### src/rtl/seven_seg_scanner.sv
// seven_seg_scanner: multiplexed hex display with channel select, blanking.
// Optional PWM dimming is enabled by defining SEVEN_SEG_BRIGHTNESS_EN.
module seven_seg_scanner #(
  parameter int NUM_DIGITS      = 8,
  parameter int NUM_CHANNELS    = 4,
  parameter int CLK_HZ          = 100_000_000,
  parameter int REFRESH_HZ      = 1000,
  parameter int DEBOUNCE_CYCLES = 1_000_000,
  localparam int CH_W = (NUM_CHANNELS > 1) ? $clog2(NUM_CHANNELS) : 1
) (
  input  logic                                 clk,
  input  logic                                 rstN,
  input  logic [NUM_CHANNELS*4*NUM_DIGITS-1:0] channels,
  input  logic                                 btnNext,
  input  logic [3:0]                           brightness,
  input  logic                                 blankLeadingZeros,
  output logic [6:0]                           seg,
  output logic [NUM_DIGITS-1:0]                an,
  output logic                                 dp,
  output logic [CH_W-1:0]                      activeChannel
);

  localparam int DIGIT_CYCLES = CLK_HZ / REFRESH_HZ;
  localparam int SLOT_W = $clog2(DIGIT_CYCLES);
  localparam int DIG_W  = (NUM_DIGITS > 1) ? $clog2(NUM_DIGITS) : 1;
  localparam int VAL_W  = 4 * NUM_DIGITS;
  localparam int DEB_W  =
    (DEBOUNCE_CYCLES > 1) ? $clog2(DEBOUNCE_CYCLES) : 1;

  logic [SLOT_W-1:0] slot_q, slot_d;
  logic [DIG_W-1:0]  digit_q, digit_d;
  logic [VAL_W-1:0]  snap_q, snap_d, disp;
  logic              started_q, started_d;
  logic [6:0]        seg_q, seg_d;
  logic [NUM_DIGITS-1:0] an_q, an_d;
  logic              dp_q, dp_d;
  logic              sync1_q, sync2_q;
  logic              deb_q, deb_d, deb_prev_q;
  logic [DEB_W-1:0]  deb_cnt_q, deb_cnt_d;
  logic [CH_W-1:0]   ch_q, ch_d;

  logic slot_wrap, digit_last, frame_start;
  logic lit, blanked, on, dp_hit, zero_run;
  logic [NUM_DIGITS-1:0] lz;
  logic [3:0] nib;
  int unsigned sel_base;

  function automatic logic [6:0] hex7(input logic [3:0] n);
    unique case (n)
      4'h0: hex7 = 7'h40;
      4'h1: hex7 = 7'h79;
      4'h2: hex7 = 7'h24;
      4'h3: hex7 = 7'h30;
      4'h4: hex7 = 7'h19;
      4'h5: hex7 = 7'h12;
      4'h6: hex7 = 7'h02;
      4'h7: hex7 = 7'h78;
      4'h8: hex7 = 7'h00;
      4'h9: hex7 = 7'h10;
      4'hA: hex7 = 7'h08;
      4'hB: hex7 = 7'h03;
      4'hC: hex7 = 7'h46;
      4'hD: hex7 = 7'h21;
      4'hE: hex7 = 7'h06;
      default: hex7 = 7'h0E;
    endcase
  endfunction

  // Debounce the synchronised button and step the channel on each press.
  always_comb begin
    deb_d     = deb_q;
    deb_cnt_d = '0;
    if (sync2_q != deb_q) begin
      if (deb_cnt_q == DEB_W'(DEBOUNCE_CYCLES - 1)) begin
        deb_d = sync2_q;
      end else begin
        deb_cnt_d = deb_cnt_q + 1'b1;
      end
    end
    ch_d = ch_q;
    if (deb_q && !deb_prev_q) begin
      if (ch_q == CH_W'(NUM_CHANNELS - 1)) begin
        ch_d = '0;
      end else begin
        ch_d = ch_q + 1'b1;
      end
    end
  end

  // Slot/digit scan; the very first clock out of reset opens a frame.
  always_comb begin
    slot_wrap   = (slot_q == SLOT_W'(DIGIT_CYCLES - 1));
    digit_last  = (digit_q == DIG_W'(NUM_DIGITS - 1));
    slot_d      = slot_wrap ? '0 : slot_q + 1'b1;
    digit_d     = digit_q;
    if (slot_wrap) begin
      digit_d = digit_last ? '0 : digit_q + 1'b1;
    end
    frame_start = !started_q || (slot_wrap && digit_last);
    started_d   = 1'b1;
    sel_base    = 32'(ch_d) * VAL_W;
    snap_d      = frame_start ? channels[sel_base +: VAL_W] : snap_q;
    disp        = started_q ? snap_q : snap_d;
  end

`ifdef SEVEN_SEG_BRIGHTNESS_EN
  localparam int SUB   = DIGIT_CYCLES / 16;
  localparam int SUB_W = (SUB > 1) ? $clog2(SUB) : 1;

  logic [SUB_W-1:0] sub_cnt_q, sub_cnt_d;
  logic [4:0]       sub_idx_q, sub_idx_d;

  // Sub-slot index saturates at 16, so the slot tail stays dark.
  always_comb begin
    sub_cnt_d = sub_cnt_q;
    sub_idx_d = sub_idx_q;
    if (slot_wrap) begin
      sub_cnt_d = '0;
      sub_idx_d = '0;
    end else if (sub_idx_q != 5'd16) begin
      if (sub_cnt_q == SUB_W'(SUB - 1)) begin
        sub_cnt_d = '0;
        sub_idx_d = sub_idx_q + 5'd1;
      end else begin
        sub_cnt_d = sub_cnt_q + 1'b1;
      end
    end
    lit = (sub_idx_q < {1'b0, brightness});
  end

  // Sub-slot counters.
  always_ff @(posedge clk or negedge rstN) begin
    if (!rstN) begin
      sub_cnt_q <= '0;
      sub_idx_q <= '0;
    end else begin
      sub_cnt_q <= sub_cnt_d;
      sub_idx_q <= sub_idx_d;
    end
  end
`else
  logic unused_brightness;
  assign unused_brightness = ^brightness;
  assign lit = 1'b1;
`endif

  // Leading-zero mask, digit select and next output pattern.
  always_comb begin
    zero_run = 1'b1;
    lz       = '0;
    for (int i = NUM_DIGITS - 1; i >= 0; i--) begin
      zero_run = zero_run && (disp[4*i +: 4] == 4'h0);
      lz[i]    = zero_run && (i != 0);
    end
    nib     = disp[4*digit_q +: 4];
    blanked = blankLeadingZeros && lz[digit_q];
    on      = lit && !blanked;
    dp_hit  = (32'(digit_q) == 32'(ch_q));
    seg_d   = on ? hex7(nib) : 7'h7F;
    an_d    = on ? ~(NUM_DIGITS'(1) << digit_q) : '1;
    dp_d    = !(lit && dp_hit);
  end

  // State and registered pin drivers.
  always_ff @(posedge clk or negedge rstN) begin
    if (!rstN) begin
      slot_q     <= '0;
      digit_q    <= '0;
      snap_q     <= '0;
      started_q  <= 1'b0;
      seg_q      <= 7'h7F;
      an_q       <= '1;
      dp_q       <= 1'b1;
      sync1_q    <= 1'b0;
      sync2_q    <= 1'b0;
      deb_q      <= 1'b0;
      deb_prev_q <= 1'b0;
      deb_cnt_q  <= '0;
      ch_q       <= '0;
    end else begin
      slot_q     <= slot_d;
      digit_q    <= digit_d;
      snap_q     <= snap_d;
      started_q  <= started_d;
      seg_q      <= seg_d;
      an_q       <= an_d;
      dp_q       <= dp_d;
      sync1_q    <= btnNext;
      sync2_q    <= sync1_q;
      deb_q      <= deb_d;
      deb_prev_q <= deb_q;
      deb_cnt_q  <= deb_cnt_d;
      ch_q       <= ch_d;
    end
  end

  assign seg           = seg_q;
  assign an            = an_q;
  assign dp            = dp_q;
  assign activeChannel = ch_q;

endmodule
### config.mk
export PLATFORM = sky130hd
export DESIGN_NAME = seven_seg_scanner
export DESIGN_NICKNAME = d
export VERILOG_FILES = /design/src/rtl/seven_seg_scanner.sv
export SDC_FILE = /design/constraint.sdc
export NUM_CORES = 1
export LEC_CHECK = 0
export BUFFER_PORTS_ARGS = -buffer_cell sky130_fd_sc_hd__buf_4
export CAP_MARGIN = 15
export CORE_MARGIN = 1.5
export CORE_UTILIZATION = 59
export CTS_CLUSTER_DIAMETER = 60
export DETAILED_ROUTE_END_ITERATION = 10
export GPL_ROUTABILITY_DRIVEN = 1
export PLACE_DENSITY = 0.94
export SYNTH_ARGS = -nofsm -noshare
export SYNTH_HDL_FRONTEND = slang
export SYNTH_SLANG_ARGS = --single-unit
### constraint.sdc
create_clock -name clk -period 6.84 [get_ports clk]
set_input_delay 1.368 -clock clk [delete_from_list [all_inputs] [get_ports clk]]
set_output_delay 1.368 -clock clk [all_outputs]
set_load 0.03 [all_outputs]
==> results of run 1 <==
## worst register-to-register path, cell delays in order, from the launching register on
cell and delay, ns:
dfrtp_1 0.52, nand2b_1 0.31, a21oi_4 0.73, inv_2 0.45, nor2_1 0.61, a222oi_1 0.27, a311oi_1 0.41, and4b_1 0.43
inv_1 0.14, ha_1 0.25, or3_1 0.39, o21ai_0 0.11, o21ai_2 0.09
## routing by layer
metal / vias up / part of all wire, % / global-route usage (%)
met1: 2877 / 38 / 38.6
met4: 0 / 2.8 / 12.0
met5: - / 0 / 0
li1: 2650 / - / -
met2: 356 / 50 / 55.6
met3: 60 / 8.7 / 5.05
## per-stage QoR
step / setup WS (ns) / util [%]
6_report: 2.07 / 74.2
5_1_grt: 1.90 / 74.2
4_1_cts: 2.22 / 73.9
3_5_place_dp: 2.28 / 72.1
3_3_place_gp: 2.36 / 72.1
2_1_floorplan: 3.11 / -
## cells in the final DEF, fill, tap and decap left out, types with 5 or more instances in the layout
master and instances:
ha_1 14, a211oi_1 14, nor3_1 24, and3_1 7, o221ai_1 6, buf_4 154, inv_1 21, nand3_1 24
a31oi_1 5, xor2_1 16, nor2_1 42, a21oi_1 13, dfrtp_1 79, nand2_1 95, xnor2_1 14, nand4_1 5
mux4_2 10, clkbuf_8 9, dfstp_2 16, or3_1 11, mux2_2 30, mux2i_1 72, o21ai_0 40
## path summary, 6_finish.rpt
path	from	endpoint	slack, ns	depth (start not counted)
worst max-delay path	deb_q	seg[0]	2.07	12
worst min-delay path	sync1_q	sync2_q	0.36	0
worst max register to register	deb_q	seg[0]	2.07	12
worst min register to register	sync1_q	sync2_q	0.36	0
max in group asynchronous	rstN	slot_q[16]	4.74	2
min in group asynchronous	rstN	snap_q[12]	0.86	1
## cell type report
class / count / area, um2 / area share (%)
sequential: 95 / 2400 / 31.2
multi-input combinational: 508 / 3670 / 47.7
tap: 136 / 170 / 2.21
timing repair buffer: 155 / 1180 / 15.4
clock inverter: 7 / 61.3 / 0.797
clock buffer: 9 / 124 / 1.61
inverter: 23 / 91.3 / 1.19
## registers in the layout (all words and copies together), names as in the netlist
register	flops
deb_prev_q	1
an	8
sync1_q	1
digit_q	3
activeChannel	2
seg	7
snap_q	32
started_q	1
sync2_q	1
dp	1
slot_q	17
deb_q	1
deb_cnt_q	20
## Yosys cell counts, types with 3 or more instances
cell	number	share of area (%)
o21ai_0	40	3.1
a211oi_1	14	1.7
nand2b_1	3	0.30
nand4_1	5	0.49
buf_2	3	0.24
inv_1	21	1.2
a31oi_1	5	0.49
mux2i_1	72	11
xor2_1	16	2.2
dfstp_2	16	6.6
buf_6	8	1.4
nand2_1	95	5.6
o22ai_1	3	0.30
nor3_1	24	1.9
nor4_1	4	0.39
buf_1	5	0.30
mux2_2	30	5.3
nor2_1	42	2.5
o221ai_1	6	0.83
nand3_2	3	0.47
xnor2_1	14	1.9
mux4_2	10	3.5
buf_4	3	0.35
nand3_1	24	1.9
ha_1	14	2.8
and3_1	7	0.69
a211oi_2	3	0.59
o31ai_1	3	0.35
clkbuf_1	21	1.2
or3_1	11	1.1
o211ai_1	3	0.35
nor4b_1	4	0.55
dfrtp_1	79	31
a21oi_1	15	1.2
## cells by family after synthesis
| family | after synthesis | share of synthesized area (%) |
|---|---|---|
| flip-flops | 95 | 37.7 |
| other | 1 | 0.0590 |
| AND/OR/NAND/NOR | 236 | 17.8 |
| adder cells (fa/ha/maj) | 14 | 2.76 |
| buffers and inverters | 63 | 4.98 |
| XOR/XNOR | 30 | 4.13 |
| multiplexers | 113 | 20.4 |
| AO/OA/AOI/OAI | 114 | 12.2 |
## power groups by stage
stage | clock (mW) | combinational (mW) | sequential [mW]
global route | 0.384 | 0.250 | 0.615
CTS | 0.366 | 0.227 | 0.611
detailed placement | 0 | 0.226 | 0.622
global placement | 0 | 0.217 | 0.619
finish | 0.370 | 0.233 | 0.613
floorplan | 0 | 0.102 | 0.632
==> reports/results.ini, run 1 <==
[synthesis]
ys_async_sr_fraction_pct=100
ys_warn_count=0
synth-main-ff-cell=dfrtp_1
synth_edf_count=0
synth_cell_types=67
synthesis.area_um2=6360
syn-num-nets=816
ys_seq_area_share_pct=37.7
synth-seq-cells=95
syn_inst=666
synth_area_per_cell_um2=9.55

[routing]
drc=0
drt_iter0_drc=622
vias=5943
antenna_left=0
wire_per_inst_um=19.0
wirelength_um=17700
avgViaCountPerCell=6.37
dr.pass1.iters=7

[critical_path]
endpoint_kind=flip-flop
critPathKind=flip-flop to flip-flop
start_kind=flip-flop
crit_family=simple AND/OR/NAND/NOR gates
critical-path-max-stage-delay_ns=0.73
path_buf_inv=2
critPathArrivalTime_ns=5.09
path_cells=nand2b_1 > a21oi_4 > inv_2 > nor2_1 > a222oi_1 > a311oi_1 > and4b_1 > inv_1 > ha_1 > or3_1 > o21ai_0 > o21ai_2
cp.required_ns=7.16
cp_max_fo=25
cp_slowest_cell=a21oi_4

[timing]
fin_setup_tns_ns=0
rsz0062_at_grt=false
hold_viol=0
period_minus_slack_ns=4.77
clock-skew-final_ns=0.00897
maxSlewViolCount=0
setup_viol=0
max_slew_margin_pct=37.4
fin_hold_ws_ns=0.363
fmax_mhz=210
worstMarginPinSlew_ns=0.939
post-route-period-util_pct=69.7

[cts]
cts_tree=built
clockBufferDepth=2
path_clk_slew_ns=0.11
htreeDepth=3
ctsResizeCount=0
hold_buffers=0
cts_root_buffer=clkbuf_8
clkLatencyLatePin_ns=0.38
post_cts_buffers=0
clock_sinks=95
numCtsBuffers=9

[layout]
drive_above_1_share_pct=31.2
finalNonFillerCells=933
antenna_cells=0
fillCellCount=722
area_growth_pct=21.0
final_area_um2=7690
finalNetCount=942

[power]
p_clk_share_pct=30.4
power.density_nw_per_um2=158
p_switching_mw=0.365
irDropWorstVdd_uv=98.2
p_int_mw=0.850
combPwrFrac_pct=19.1
p_seq_share_pct=50.4
p_leak_nw=3.33
totalPowerFinal_mw=1.21
switching_share_pct=30.0

[global_route]
grt_max_degree=77
antenna_found_initial=0
track_usage_pct=31.5
grt_overflow=0
grt_first_pass_wirelength_um=28400
grt_pass1_vias=5898

[die]
start_util_pct=61.3
ioPinCount=154
core-area_um2=10400
die_w_um=107
die-height_um=107
dieArea_um2=11400
num_rows=37

[placed_design]
place_area_um2=7480
portBuffers=149
gp_congestion=0.958
dpl.hpwl_um=12800
dp.cells=916

[run_status]
status=complete, no violations

[run]
timing.max_cap.violations=0

[worst_hold_path]
holdCritPathClass=flip-flop to flip-flop

(Power assumes the default switching activity.)
==> run 2, diff against run 1 <==
- ABC_AREA: unset -> 1
- CORE_UTILIZATION: 59 -> 50
- PLACE_DENSITY: 0.94 -> 0.85
- clock period: 6.84 -> 4.2 ns (I/O delays scaled with it)
==> run 2 against run 1 <==
  * Setup slack got worse by 1.2 ns
  * Cell area rose by 6.2%
  * Die area rose by 24%
  * First-iteration DRC count fell by 18%
  * Clock skew rose by 0.0015 ns
  * Count of clock-buffer cells in the layout rose by 1
  * Combinational power rose by 60%
  * Largest cell class unchanged
==> reports/results.ini, run 2 <==
[run_status]
status=complete, no violations

[routing]
dr.pass1.iters=5
antenna_left=0
drc=0
drt_iter0_drc=510
wire_per_inst_um=12.9
avgViaCountPerCell=5.11
vias=6897
wirelength_um=17500

[global_route]
grt_max_degree=64
grt_first_pass_wirelength_um=29400
grt_overflow=0
grt_pass1_vias=6467
track_usage_pct=25.5
antenna_found_initial=0

[worst_hold_path]
hp-start=sync1_q
hold_depth=0
holdCritPathClass=flip-flop to flip-flop
whs_endpoint=sync2_q

[synthesis]
synth-main-ff-cell=dfrtp_1
synth_area_leaders=dfrtp_1 29%, nand2_1 20%, nand3_1 13%, inv_1 8.8%, dfstp_2 6.3%
synth_cell_types=42
synth-seq-cells=95
ys_warn_count=0
synth_edf_count=0
synthesis.area_um2=6700
synth_area_per_cell_um2=6.44
ys_async_sr_fraction_pct=100
synth.most_common_cell=nand2_1
syn-num-nets=1190
ys_seq_area_share_pct=35.8
syn_inst=1040
yosys.area.top_type=dfrtp_1
synth_top_area_share_pct=29.5
yosys-top-cells-count=358 x nand2_1, 173 x nand3_1, 157 x inv_1

[cts]
clock_sinks=95
numCtsBuffers=9
htreeDepth=3
path_clk_slew_ns=0.07
clockBufferDepth=2
ctsResizeCount=0
cts_tree=built
hold_buffers=0
clkLatencyLatePin_ns=0.34
cts_root_buffer=clkbuf_16
post_cts_buffers=0

[timing]
clock-skew-final_ns=0.0105
rsz0062_at_grt=false
timing.final.ws_setup_ns=0.862
period_minus_slack_ns=3.34
post-route-period-util_pct=79.5
fmax_mhz=300
setup_viol=0
fin_hold_ws_ns=0.422
max_slew_margin_pct=27.8
hold_viol=0
maxSlewViolCount=0
fin_setup_tns_ns=0
worstMarginPinSlew_ns=1.08

[critical_path]
start_kind=flip-flop
cp_max_fo=38
critPathArrivalTime_ns=3.61
endpoint_kind=flip-flop
critPathKind=flip-flop to flip-flop
cp_slowest_cell=clkinv_1
critical-path-max-stage-delay_ns=0.95
r2r_end=seg[2]
cp.required_ns=4.47
path_cells=buf_4 > clkinv_1 > nand3_1 > nand3_1 > nand3_1 > nor2_1 > nor2_1 > ha_1 > inv_1 > nand3_1 > nor2_1 > nor2_1 > nand2_1
reg2reg_from=started_q
r2r_setup_slack_ns=0.86
rr_worst_depth=13

[layout]
multi_input_area_um2=3490
mostFrequentLayoutCells=358 x nand2_1, 173 x nand3_1, 157 x inv_1, 154 x buf_4, 79 x dfrtp_1
postLayoutCoreUtil_pct=62.2
area_growth_pct=21.9
regArea_um2=2400
finalNetCount=1319
antenna_cells=0
largest_reg_flops=32
drive_above_1_share_pct=17.6
final_common_cell=nand2_1
reg_top3=snap_q (32), deb_cnt_q (20), slot_q (17)
regMostFlops=snap_q
fillCellCount=1201

[placed_design]
dpl.hpwl_um=12600
gp_congestion=0.912
portBuffers=149
place_ws_ns=0.936

[power]
power.density_nw_per_um2=265
p_leak_nw=4.49
irDropWorstVdd_uv=174
totalPowerFinal_mw=2.17

[die]
die_w_um=119
core-area_um2=13100
die-height_um=119
ioPinCount=154
num_rows=42
dieArea_um2=14100
start_util_pct=51.0

[run]
timing.max_cap.violations=0

[run 2: changes by cell type after synthesis, moves of 9 or more]
| cell | change |
|---|---|
| nand2_1 | +263 |
| nand3_1 | +149 |
| inv_1 | +136 |
| mux2i_1 | -72 |
| mux2_2 | -30 |
| nor2_1 | +20 |
| a211oi_1 | -13 |
| xnor2_1 | -12 |
| xor2_1 | -12 |
| or3_1 | -11 |
| mux4_2 | -10 |
| buf_4 | +9 |
| nor3_1 | -9 |
[run 2: critical path, delay by kind of cell, from the launching register on]
kind / cells / cell delay, ns
fa+ha+maj: 1 / 0.21
flops: 1 / 0.33
simple gates: 9 / 1.32
buf+inv: 3 / 1.38
[run 2: area by class of cell]
cell class,instances,area share (%)
timing repair buffer,154,14.1
tap,176,2.69
clock buffer,10,2.92
sequential,95,29.3
inverter,161,7.40
multi-input combinational,748,42.7
clock inverter,6,0.766
[run 2: logic make-up after synthesis]
logic type / count (synthesis) / synth area share [%]
flip-flops: 95 / 35.8
AND/OR/NAND/NOR: 645 / 41.7
AO/OA/AOI/OAI: 82 / 6.81
buffers and inverters: 197 / 12.3
adder cells (fa/ha/maj): 14 / 2.61
other: 1 / 0.0559
XOR/XNOR: 6 / 0.784
[run 2: worst max path at each step]
stage / from / end / cells past startpoint
after floorplan: activeChannel[0] / seg[2] / 16
after global placement: started_q / seg[2] / 13
after detailed placement: started_q / seg[2] / 13
after CTS: started_q / seg[2] / 13
after global routing: started_q / seg[2] / 14
final: started_q / seg[2] / 13
[run 2: power by group]
| part | total [mW] | leakage, nW | internal [mW] | switching, mW |
|---|---|---|---|---|
| combinational | 0.372 | 3.15 | 0.166 | 0.206 |
| sequential | 0.980 | 1.19 | 0.963 | 0.0164 |
| clock | 0.814 | 0.148 | 0.434 | 0.380 |
| total | 2.17 | 4.49 | 1.56 | 0.603 |
[run 2: per-stage QoR]
stage	cells	instance area, um2
2_1_floorplan	1040	6700
3_3_place_gp	1334	7870
3_5_place_dp	1334	7870
4_1_cts	1350	8170
5_1_grt	1350	8170
6_report	1350	8170
[run 2: per-layer routing]
layer / vias up / GRT usage, % / wire [um] / share of wire [%]
met4: 0 / 6.55 / 254 / 1.5
li1: 3532 / - / - / -
met3: 25 / 4.63 / 980 / 5.6
met2: 219 / 43.2 / 8330 / 48
met5: - / 0 / 0 / 0
met1: 3121 / 33.9 / 7900 / 45
==> run 3, diff against run 2 <==
- ABC_AREA: 1 -> 0
- CORE_UTILIZATION: 50 -> 49
- PLACE_DENSITY: 0.85 -> 0.84
- clock period: 4.2 -> 2.8 ns (I/O delays scaled with it)
==> run 3 against run 2 <==
  * Clock power grew 62%
  * Critical path type unchanged
  * Maximum frequency shrank 4.3%
  * Worst hold slack lost 0.25 ns
  * Routed wire length grew 16%
  * The flow now finishes with violations (negative setup slack)
  * Clock skew grew 0.0018 ns
  * Global-route usage grew 4.2 points
  * Utilization grew 9.6 points
  * Combinational power grew 84%
  * Highest routed layer unchanged
  * Register-to-register slack lost 1.5 ns
==> reports/results.ini, run 3 (synthesis gave the netlist of run 1 again) <==
[routing]
avgViaCountPerCell=5.83
vias=6227
drt_iter0_drc=654
wirelength_um=20200
dr.pass1.iters=6
antenna_left=0
wire_per_inst_um=18.9
drc=0

[die]
num_rows=41
ioPinCount=154
core-area_um2=12600
die-height_um=117
die_w_um=117
start_util_pct=50.4
dieArea_um2=13700

[timing]
setup_viol=15
rsz0062_at_grt=true
fmax_mhz=287
period_minus_slack_ns=3.49
hold_viol=0
max_slew_margin_pct=54.0
timing.final.ws_setup_ns=-0.686
clock-skew-final_ns=0.0123
post-route-period-util_pct=125
maxSlewViolCount=0
worstMarginPinSlew_ns=0.689

[critical_path]
cp_max_fo=9
endpoint_kind=flip-flop
cp_slowest_cell=a222oi_1
critical-path-max-stage-delay_ns=0.46
r2r_setup_slack_ns=-0.69
critPathArrivalTime_ns=3.78
critPathKind=flip-flop to flip-flop
path_cells=ha_4 > and3b_2 > a21oi_4 > buf_6 > inv_8 > buf_12 > mux2i_4 > a222oi_1 > a311oi_1 > and4b_2 > buf_6 > ha_4 > mux2i_1 > mux2i_1 > nand2_1
cp.required_ns=3.09
start_kind=flip-flop

[cts]
clockBufferDepth=2
numCtsBuffers=9
hold_buffers=0
clkLatencyLatePin_ns=0.36
path_clk_slew_ns=0.08
clock_sinks=95
cts_root_buffer=clkbuf_16
htreeDepth=3
cts_tree=built

[layout]
mostFrequentLayoutCells=236 x buf_4, 94 x nand2_1, 77 x dfrtp_1, 62 x mux2i_1, 40 x nor2_1
drive_above_1_share_pct=44.1
fillCellCount=890
largest_reg_flops=32
postLayoutCoreUtil_pct=71.8
regMostFlops=snap_q
antenna_cells=0
finalNetCount=1042
final_common_cell=buf_4
area_growth_pct=42.5
reg_top3=snap_q (32), deb_cnt_q (20), slot_q (17)

[run_status]
status=finished with violations
violations=negative setup slack

[worst_hold_path]
holdCritPathClass=primary input to asynchronous set/reset pin

[placed_design]
gp_congestion=0.936
portBuffers=149
place_ws_ns=-0.538
dpl.hpwl_um=13900

[global_route]
grt_first_pass_wirelength_um=31000
grt_overflow=0
grt_pass1_vias=6176
grt_max_degree=50
antenna_found_initial=0
track_usage_pct=29.7

[power]
irDropWorstVdd_uv=400
p_leak_nw=3.97
totalPowerFinal_mw=3.50
power.density_nw_per_um2=386

[run]
timing.max_cap.violations=0

## run 3: cell types whose count changed in the layout (fill, tap and decap cells not counted), sizes merged, moves of 10 or more
cell / delta
a211oi: +16
buf: +99
inv: -132
mux2: +31
mux2i: +72
mux4: +10
nand2: -273
nand3: -146
nor2: -22
or3: +11
xnor2: +12
xor2: +12
## run 3: final cells by class
type                    count  area [um2]  area share (%)
clock inverters             7        90.1           0.994
flip-flops and latches     95        2400            26.5
multi-input cells         508        3980            44.0
repair inverters            2        25.0           0.276
well taps                 172         215            2.38
clock buffers               9         225            2.49
repair buffers            253        2030            22.4
inverters                  23        93.8            1.04
## run 3: through the flow
stage / instances / TNS [ns] / hold slack [ns] / instance area [um2]
6_report: 1069 / -7.77 / 0.170 / 9060
5_1_grt: 1069 / -8.46 / 0.206 / 9060
2_1_floorplan: 666 / -7.15 / 0.264 / 6420
4_1_cts: 1062 / -4.94 / 0.180 / 8850
3_5_place_dp: 1033 / -5.91 / 0.349 / 8270
3_3_place_gp: 1033 / -5.05 / 0.334 / 8270
## run 3: path summary, 6_finish.rpt
| check | startpoint | to | cells after the start |
|---|---|---|---|
| min | rstN | snap_q[18] | 1 |
| max reg2reg | activeChannel[1] | seg[3] | 15 |
| max in group asynchronous | rstN | seg[6] | 2 |
| max | activeChannel[1] | seg[3] | 15 |
| min reg2reg | sync1_q | sync2_q | 0 |
| min in group clk | btnNext | sync1_q | 1 |
## run 3: repair_timing
action,in CTS,in global routing
buffers inserted,11,7
endpoints found under the hold margin,0,0
pin swaps,14,10
gates resized for setup,38,32
gates cloned,3,0
setup endpoints to repair,15,15
## run 3: worst max-delay path: cells and delay by family, from the launching register on
family          cells  cell delay, ns
fa+ha+maj           2            0.51
simple gates        3            0.70
buf+inv             4            0.49
mux                 3            0.43
compound gates      3            0.86
flops               1            0.43
## run 3: where the power goes
| part | leakage [nW] | internal (mW) | switching (mW) |
|---|---|---|---|
| clock network | 0.157 | 0.721 | 0.596 |
| registers | 1.18 | 1.45 | 0.0444 |
| logic | 2.63 | 0.355 | 0.331 |
| total | 3.97 | 2.53 | 0.972 |
## run 3: per-layer routing
metal  track usage (%)  vias up  share of wire [%]
met5                 0        -                  0
met4              10.4        0                1.9
met3              5.10       38                7.4
met2              51.6      320                 51
met1              37.7     3021                 39
li1                  -     2848                  -
